<file path="src/rtl/ins_burst_responder.sv">
// Instruction-cache burst-read responder: one backend read per word, in-order returns, finish pulse.
// Optional request alignment check enabled by defining INS_BURST_ALIGN_CHK_EN.
module ins_burst_responder #(
    parameter int DDR_ADDR_WIDTH = 28,
    parameter int ISA_WIDTH      = 30,
    parameter int LEN_WIDTH      = 8,
    parameter int ADDR_STEP      = 8
) (
    input  logic                      clk,
    input  logic                      rst_n,
    input  logic                      rd_burst_req,
    input  logic [DDR_ADDR_WIDTH-1:0] rd_burst_addr,
    input  logic [LEN_WIDTH-1:0]      rd_burst_len,
    output logic                      rd_burst_ready,
    output logic                      rd_burst_data_valid,
    output logic [ISA_WIDTH-1:0]      rd_burst_data,
    output logic                      rd_burst_finish,
    output logic                      mem_rd_en,
    output logic [DDR_ADDR_WIDTH-1:0] mem_rd_addr,
    input  logic                      mem_rd_ready,
    input  logic                      mem_rd_valid,
    input  logic [ISA_WIDTH-1:0]      mem_rd_data,
    output logic                      rd_burst_err
);

    typedef enum logic [1:0] {S_IDLE, S_ISSUE, S_DRAIN, S_DONE} state_t;

    state_t                    state_q, state_d;
    logic [DDR_ADDR_WIDTH-1:0] addr_q, addr_d;
    logic [LEN_WIDTH-1:0]      len_q, len_d;
    logic [LEN_WIDTH-1:0]      cmd_cnt_q, cmd_cnt_d;
    logic [LEN_WIDTH-1:0]      ret_cnt_q, ret_cnt_d;
    logic [ISA_WIDTH-1:0]      data_q, data_d;
    logic                      vld_q, vld_d;
    logic                      err_q, err_d;
    logic                      misalign;
    logic                      cmd_fire;
    logic                      ret_fire;

`ifdef INS_BURST_ALIGN_CHK_EN
    assign misalign = |rd_burst_addr[2:0];
`else
    assign misalign = 1'b0;
`endif

    assign cmd_fire = (state_q == S_ISSUE) && mem_rd_ready;
    // Returns only count while a burst is open; extras beyond len are dropped.
    assign ret_fire = mem_rd_valid && ((state_q == S_ISSUE) || (state_q == S_DRAIN))
                      && (ret_cnt_q != len_q);

    always_ff @(posedge clk or negedge rst_n) begin
        if (!rst_n) begin
            state_q   <= S_IDLE;
            addr_q    <= '0;
            len_q     <= '0;
            cmd_cnt_q <= '0;
            ret_cnt_q <= '0;
            data_q    <= '0;
            vld_q     <= 1'b0;
            err_q     <= 1'b0;
        end else begin
            state_q   <= state_d;
            addr_q    <= addr_d;
            len_q     <= len_d;
            cmd_cnt_q <= cmd_cnt_d;
            ret_cnt_q <= ret_cnt_d;
            data_q    <= data_d;
            vld_q     <= vld_d;
            err_q     <= err_d;
        end
    end

    always_comb begin
        state_d   = state_q;
        addr_d    = addr_q;
        len_d     = len_q;
        cmd_cnt_d = cmd_cnt_q;
        ret_cnt_d = ret_cnt_q;
        err_d     = 1'b0;
        vld_d     = ret_fire;
        data_d    = ret_fire ? mem_rd_data : data_q;
        if (ret_fire) begin
            ret_cnt_d = ret_cnt_q + 1'b1;
        end
        case (state_q)
            S_IDLE: begin
                if (rd_burst_req) begin
                    if (misalign) begin
                        err_d = 1'b1;
                    end else if (rd_burst_len == '0) begin
                        state_d = S_DONE;
                    end else begin
                        addr_d    = rd_burst_addr;
                        len_d     = rd_burst_len;
                        cmd_cnt_d = '0;
                        ret_cnt_d = '0;
                        state_d   = S_ISSUE;
                    end
                end
            end
            S_ISSUE: begin
                // addr_q always holds base + cmd_cnt*ADDR_STEP, wrapping naturally.
                if (cmd_fire) begin
                    cmd_cnt_d = cmd_cnt_q + 1'b1;
                    addr_d    = addr_q + DDR_ADDR_WIDTH'(ADDR_STEP);
                    if (cmd_cnt_d == len_q) begin
                        state_d = S_DRAIN;
                    end
                end
            end
            S_DRAIN: begin
                if (ret_cnt_q == len_q) begin
                    state_d = S_DONE;
                end
            end
            S_DONE:  state_d = S_IDLE;
            default: state_d = S_IDLE;
        endcase
    end

    always_comb begin
        rd_burst_ready  = (state_q == S_IDLE);
        mem_rd_en       = (state_q == S_ISSUE);
        mem_rd_addr     = (state_q == S_ISSUE) ? addr_q : '0;
        rd_burst_finish = (state_q == S_DONE);
    end

    assign rd_burst_data_valid = vld_q;
    assign rd_burst_data       = data_q;
    assign rd_burst_err        = err_q;

endmodule
</file>
<file path="config.mk">
export PLATFORM = sky130hd
export DESIGN_NAME = ins_burst_responder
export DESIGN_NICKNAME = d
export VERILOG_FILES = /design/src/rtl/ins_burst_responder.sv
export SDC_FILE = /design/constraint.sdc
export NUM_CORES = 1
export LEC_CHECK = 0
export CAP_MARGIN = 20
export CORE_MARGIN = 4
export CORE_UTILIZATION = 40
export CTS_CLUSTER_DIAMETER = 30
export DETAILED_ROUTE_END_ITERATION = 6
export PLACE_DENSITY = 0.69
export RECOVER_POWER = 50
export SYNTH_ARGS = -nofsm -noshare
export SYNTH_HDL_FRONTEND = slang
export SYNTH_SLANG_ARGS = --single-unit
</file>
<file path="constraint.sdc">
create_clock -name clk -period 6.1 [get_ports clk]
set_input_delay 0.61 -clock clk [delete_from_list [all_inputs] [get_ports clk]]
set_output_delay 0.61 -clock clk [all_outputs]
set_load 0.02 [all_outputs]
</file>
# Word level (Yosys, flattened, before mapping)
# Index checks and enable logic that the tools add are counted.
# totals
inputBits	71
ram_bits	0
latchBits	0
output_inout_bits	63
romBits	0
word_cells	51
ff_bits	85
mem_count	0
# op_classes
n_reduce_logical	10
n_mux	19
n_div	0
shift	0
eq_ne	11
addsub	3
mul	0
bitwise_logic	1
n_lt_le_gt_ge	0
# op_table
cell	count
2-to-1 mux 28 bit	4
2-to-1 mux 8 bit	7
case mux 28 bit (2 select lines)	1
adder 28 x 4 -> 28 bit (second input constant)	1
adder 8 x 1 -> 8 bit (second input constant)	2
equality test 8 bit	2
case mux 8 bit (2 select lines)	1
2-to-1 mux 2 bit	5
logical NOT 8 bit	1
!= test 8 bit	1
case mux 2 bit (4 select lines)	1
AND reduction 4 bit	2
!= test 2 x 1 -> 1 bit (second input constant)	3
equality test 2 bit (second input constant)	2
!= test 2 bit (second input constant)	2
logical AND 1 bit	3
AND reduction 3 bit	1
equality test 2 x 1 -> 1 bit (second input constant)	1
logical NOT 2 bit	1
nonzero test 2 bit	1
logical OR 1 bit	1
NOT 1 bit	1

# Longest topological paths before layout
# Gate-level depths: netlist of the first run.
# logic_depth
ltp_word	8
depth_mapped	11
ltp_nobuf	8

# Worst setup path after synthesis of the first run
# Ideal clock, no wire load.
# synth_path
path_type	register to output
from	reg state_q[1]
to	out mem_rd_addr[22]
n_path_buf	3
required_ns	5.490
stages_incl_launch_ff	7
setup_slack_ns	3.587
t_arrival_ns	1.903
path_cell_list	dfrtp_1 -> inv_1 -> ha_1 -> clkbuf_1 -> buf_1 -> clkbuf_1 -> and2_1
# synth_between
elab_chain_cells	2
# synth_lines
element	line	text
start: declaration	28	state_t state_q, state_d;
start signal: assignment	62	state_q <= state_d;
equality test 2 x 1 -> 1 bit	--	
via mem_rd_en	18	output logic mem_rd_en,
2-to-1 mux 28 bit	124	mem_rd_addr = (state_q == S_ISSUE) ? addr_q : '0;
end: declaration	19	output logic [DDR_ADDR_WIDTH-1:0] mem_rd_addr,
# The timed path passes the listed nets, and every way through them passes these cells.

# Worst setup path after layout of the first run
# layout_path
from	reg state_q[1]
to	out mem_rd_addr[11]
# layout_between
elab_chain_cells	2
# layout_lines
element	line
equality test 2 x 1 -> 1 bit	124
2-to-1 mux 28 bit	124
# No other way between the ends.

==> impl_metrics.ini, run 1 <==
[route]
vias_per_cell = 5.42
drt_iter0_markers = 231
drc = 0
vias = 3850
drtAntennaViolNets = 0
wirelength_mm = 11.6
wl_per_cell_um = 16.3
firstDrtPassIters = 4

[clock_tree]
cts_tree = yes
hold_buffers = 0
ctsLongestPathBuffers = 2
ctsResizeCount = 0
htree_levels = 3
clock_latency_ns = 0.34
cts_sinks = 85
cts-root-buf = clkbuf_16
path_clk_slew_ns = 0.06
post_cts_buffers = 0
cts-buffers-inserted = 9

[logic_synthesis]
synth-edff-count = 0
synth-main-ff-cell = dfrtp_1
synth_area_um2 = 4500
ys_top_cells_by_area = dfrtp_1 (47%), mux2_2 (11%), xor2_1 (3.3%)
synthDominantAreaCellType = dfrtp_1
synth_most_common_cell = dfrtp_1
postSynthCellCount = 442
synth.avg_cell_area_um2 = 10.2
synth_top_area_share = 0.473
syn_nets = 520
synth_common_cells = dfrtp_1 (85), mux2_2 (42), nor2_1 (28)
synth.distinct_cells = 51
yosys_warnings = 0
ys_seq_elements = 85
yosysSeqAreaShare = 0.473
async_flop_share = 1.00

[worst_setup_path]
r2r-end = rd_burst_data[18]$_DFFE_PN0N_
worst-path-buf-inv = 4
critPathArrivalTime_ns = 2.73
cp-end-kind = primary output
critPathLaunchType = register
rrSetupSlack_ns = 3.18
path_cells = inv_1 -> ha_1 -> buf_4 -> inv_1 -> nor2_1 -> clkdlybuf4s50_1
critPathMaxFanout = 48
worstSetupPathType = register to primary output
cp_top_family = buffers and inverters
r2r_start = state_q[0]$_DFFE_PN0P_
crit_path_frequent_cell = inv_1
cp_data_required_time_ns = 5.49
max_stage_delay_ns = 0.62
crit_slowest_cell = clkdlybuf4s50_1
reg2regPathDepth = 6

[die]
io_pins = 134
start_util = 0.411
dieArea_um2 = 13000
core-area_um2 = 10900
rows = 38
die_y_um = 114
die_w_um = 114

[sta]
max_freq_mhz = 299
worstMarginPinSlew_ns = 1.91
tns_ns = 0
drv_slew = 50
holdWs_ns = 0.496
period_minus_slack_ns = 3.34
final.period_utilization = 0.548
setup_viol = 0
slew_headroom = -0.272
worst_slack_ns = 2.76
skew_ns = 0.00585
hold_viol_final = 0
grt_setup_unrepaired = false

[final_layout]
fin_nets = 643
fin_util = 0.573
antenna_cells = 0
fin_cells = 710
layout-area-overhead-vs-synth_pct = 39.3
stdcell_area_um2 = 6270
fillers = 986
drive_gt1_frac = 0.121
multiInputGateArea_um2 = 2220
seqCellArea_um2 = 2130

[placement]
port_buffers = 132
routabilityCongestion = 0.876
dp.cells = 692
dpl-instance-area_um2 = 5950
dp_hpwl_mm = 8.15
place_ws_ns = 2.65

[global_route]
grt_use_total = 0.181
grt_first_pass_wirelength_mm = 19.1
grt_pass1_vias = 3903
grt_start_max_net_pins = 86
grt_antenna_before_repair = 0
gr-total-overflow = 0

[pwr]
p_per_area_nw_per_um2 = 526
power.leakage_nw = 2.55
peakVddDrop_uv = 272
power_mw = 3.30

[min_path]
worst_hold_startpoint = addr_q[1]$_DFFE_PN0P_
whs_endpoint = addr_q[1]$_DFFE_PN0P_
hold_depth = 1
hold_path.class = register to register

[status]
status = finished, violations left
violations = max-capacitance violations, max-slew violations

[flow_run]
maxCapViolations = 2
## worst max path at each step
| stage | depth (start not counted) | from | endpoint | slack, ns |
|---|---|---|---|---|
| after floorplan | 6 | state_q[1]$_DFFE_PN0P_ | mem_rd_addr[22] | 3.59 |
| after global placement | 7 | rd_burst_len[5] | addr_q[6]$_DFFE_PN0P_ | 2.72 |
| after detailed placement | 7 | rd_burst_len[5] | addr_q[6]$_DFFE_PN0P_ | 2.65 |
| after CTS | 6 | state_q[1]$_DFFE_PN0P_ | mem_rd_addr[27] | 2.74 |
| after global routing | 6 | state_q[1]$_DFFE_PN0P_ | mem_rd_addr[24] | 2.58 |
| final | 6 | state_q[1]$_DFFE_PN0P_ | mem_rd_addr[11] | 2.76 |
## placed cells by master (no fill, tap or decap), types with 3 or more instances in the layout
| cell type | instances |
|---|---|
| a31oi_1 | 9 |
| clkbuf_1 | 3 |
| xor2_1 | 17 |
| o21ai_0 | 23 |
| clkbuf_16 | 9 |
| and3_1 | 10 |
| inv_1 | 12 |
| o22ai_1 | 18 |
| nor2_1 | 28 |
| ha_1 | 7 |
| mux2i_1 | 4 |
| dfrtp_1 | 85 |
| nand3_1 | 14 |
| o31ai_1 | 6 |
| nand2_1 | 25 |
| clkinv_4 | 3 |
| a2bb2oi_1 | 3 |
| or4_1 | 3 |
| clkdlybuf4s50_1 | 101 |
| nand4_1 | 9 |
| a32oi_1 | 3 |
| nor4_1 | 6 |
| buf_16 | 3 |
| a22o_1 | 4 |
| nor3_1 | 5 |
| and2_1 | 23 |
| dlygate4sd3_1 | 30 |
| a21oi_1 | 24 |
| mux2_2 | 42 |
| buf_4 | 3 |
| xnor2_1 | 7 |
## where the power goes
group	internal, mW	total [mW]	switching (mW)	leakage [nW]
clock	0.289	0.514	0.224	0.133
combinational	0.832	1.74	0.904	1.39
sequential	0.820	1.05	0.228	1.03
total	1.94	3.30	1.36	2.55
## logic make-up (layout without fill, tap and decap cells)
group,count (synthesis),after routing,share of synthesized area
AO/OA/AOI/OAI,106,106,0.149
buffers and inverters,38,166,0.0345
flip-flops,85,85,0.473
other,1,1,0.000833
XOR/XNOR,24,24,0.0467
adder cells (fa/ha/maj),7,7,0.0195
AND/OR/NAND/NOR,135,135,0.162
multiplexers,46,46,0.114
## final cells by class
class / count / area share
Clock buffer: 12 / 0.0393
Inverter: 12 / 0.00718
Sequential cell: 85 / 0.339
Tap cell: 140 / 0.0279
Multi-Input combinational cell: 319 / 0.354
Timing Repair Buffer: 138 / 0.227
Clock inverter: 4 / 0.00539
## sequential cells by signal, summed over array words and instances (netlist names)
register / count
ret_cnt_q: 8
state_q: 2
addr_q: 28
cmd_cnt_q: 8
rd_burst_data: 30
rd_burst_data_valid: 1
len_q: 8
## worst reg2reg max path: cells and delay by family (launching register included)
family                     cells  cell delay (ns)
AOI/OAI and AO/OA              1             1.37
adders and majority gates      1             0.30
buffers and inverters          2             0.33
DFF                            1             0.37
muxes                          1             0.36
and+or+nand+nor                1             0.05
## metal layers
metal / GRT usage / up-vias / share of wire
met5: 0 / - / 0
met4: 0.0515 / 0 / 0.013
met3: 0.0751 / 13 / 0.094
met2: 0.283 / 153 / 0.46
met1: 0.231 / 1829 / 0.44
li1: - / 1855 / -
Note: power is estimated with default switching activity, not from simulation.
==> run 2, diff against run 1 <==
==> constraint.sdc (replaced) <==
create_clock -name clk -period 3.4 [get_ports clk]
set_input_delay 0.34 -clock clk [delete_from_list [all_inputs] [get_ports clk]]
set_output_delay 0.34 -clock clk [all_outputs]
set_load 0.02 [all_outputs]
==> impl_metrics.ini, run 2 (synthesis results as in run 1) <==
[final_layout]
final_cell_mix = clkdlybuf4s50_1 (100), dfrtp_1 (85), mux2_2 (42)
fin_cells = 712
fin_nets = 645
layout-area-overhead-vs-synth_pct = 40.2
largest_reg_flops = 30
drive_gt1_frac = 0.128
final_common_cell = clkdlybuf4s50_1
antenna_cells = 0

[die]
die_w_um = 114
die_y_um = 114
rows = 38
io_pins = 134
core-area_um2 = 10900
dieArea_um2 = 13000
start_util = 0.411

[worst_setup_path]
reg2regPathDepth = 7
rrSetupSlack_ns = 0.96
critPathLaunchType = register
cp_data_required_time_ns = 3.06
cp-end-kind = primary output
critPathMaxFanout = 45
worstSetupPathType = register to primary output
r2r-end = state_q[1]$_DFFE_PN0P_
r2r_start = cmd_cnt_q[0]$_DFFE_PN0P_
critPathArrivalTime_ns = 2.39

[min_path]
hold_path.class = register to register
hold_depth = 1
worst_hold_startpoint = rd_burst_data[16]$_DFFE_PN0N_
whs_endpoint = rd_burst_data[16]$_DFFE_PN0N_

[global_route]
gr-total-overflow = 0
grt_pass1_vias = 3854
grt_antenna_before_repair = 0
grt_first_pass_wirelength_mm = 18.7
grt_use_total = 0.179
grt_start_max_net_pins = 86

[route]
drtAntennaViolNets = 0
drt_iter0_markers = 181
drc = 0
wirelength_mm = 11.4
vias_per_cell = 5.40
firstDrtPassIters = 5
vias = 3845
wl_per_cell_um = 16.0

[pwr]
p_per_area_nw_per_um2 = 962
comb_power_share = 0.504
pwr-share-seq = 0.309
p_sw_frac = 0.399
power_mw = 6.06
power.leakage_nw = 2.57
intPower_mw = 3.65
clkPwrFrac = 0.187
peakVddDrop_uv = 477
switchingPower_mw = 2.42

[sta]
hold_viol_final = 0
worstMarginPinSlew_ns = 1.61
final.period_utilization = 0.803
period_minus_slack_ns = 2.73
grt_setup_unrepaired = false
setup_viol = 0
max_freq_mhz = 366
slew_headroom = -0.0712
skew_ns = 0.00679
drv_slew = 31
tns_ns = 0

[clock_tree]
cts-root-buf = clkbuf_16
post_cts_buffers = 0
clock_latency_ns = 0.33
path_clk_slew_ns = 0.06
cts_sinks = 85
cts-buffers-inserted = 9
ctsLongestPathBuffers = 2
htree_levels = 3
cts_tree = yes

[placement]
dp.cells = 694
routabilityCongestion = 0.862
port_buffers = 132
dp_hpwl_mm = 8.24

[status]
status = finished, violations left
violations = max-capacitance violations, max-slew violations

[flow_run]
maxCapViolations = 1
run 2: changes by cell type in the layout (fill, tap and decap cells not counted), moves of 2 or more:
cell,delta
clkbuf_1,-2
buf_4,+3
dlygate4sd3_1,+2
buf_16,-3
clkinv_4,-3
bufinv_16,+3
run 2: routing by layer:
metal  wire, um  share of wire  track usage
met5          0              0            0
met4        235          0.021       0.0697
met3       1140           0.10       0.0682
met2       5260           0.46        0.273
met1       4790           0.42        0.231
run 2: stage by stage:
step	setup slack, ns	util	instance area, um^2	hold slack [ns]
6_report	0.671	0.577	6310	0.497
5_1_grt	0.294	0.577	6310	0.514
4_1_cts	0.677	0.576	6290	0.251
3_5_place_dp	0.637	0.544	5940	0.494
3_3_place_gp	0.734	0.544	5940	0.489
2_1_floorplan	1.14	-	4500	0.0444
run 2: final cells by class:
cell class | instances | area, um^2
flip-flops and latches | 85 | 2130
clock buffers | 10 | 239
well taps | 140 | 175
multi-input cells | 319 | 2230
repair buffers | 140 | 1380
fillers | 963 | 4630
clock inverters | 6 | 110
inverters | 12 | 45.0
run 2: worst max path at each step:
stage	startpoint	to	slack [ns]	depth (start not counted)
6_report	state_q[1]$_DFFE_PN0P_	mem_rd_addr[21]	0.67	5
3_5_place_dp	rd_burst_len[5]	addr_q[27]$_DFFE_PN0P_	0.64	7
2_1_floorplan	state_q[1]$_DFFE_PN0P_	cmd_cnt_q[4]$_DFFE_PN0P_	1.14	10
3_3_place_gp	rd_burst_len[5]	addr_q[0]$_DFFE_PN0P_	0.73	6
4_1_cts	state_q[1]$_DFFE_PN0P_	mem_rd_addr[21]	0.68	5
5_1_grt	rst_n	ret_cnt_q[0]$_DFF_PN0_	0.29	3
run 2: power groups by stage:
stage | registers [mW] | clock network (mW) | logic (mW)
finish | 1.88 | 1.13 | 3.05
global route | 1.95 | 1.21 | 3.34
CTS | 1.89 | 1.17 | 3.16
detailed placement | 1.90 | 0 | 3.15
global placement | 1.87 | 0 | 3.08
floorplan | 2.03 | 0 | 1.78
run 2: timing repair:
action | CTS | global route
resized for setup | 0 | 0
hold endpoints to repair | 0 | 29
hold buffers | 0 | 1
run 2: critical path: stages, from the launching register on:
cell and delay [ns]:
dfrtp_1 0.40, inv_1 0.11, ha_1 0.25, buf_4 0.40
and2_1 0.26, clkdlybuf4s50_1 0.62
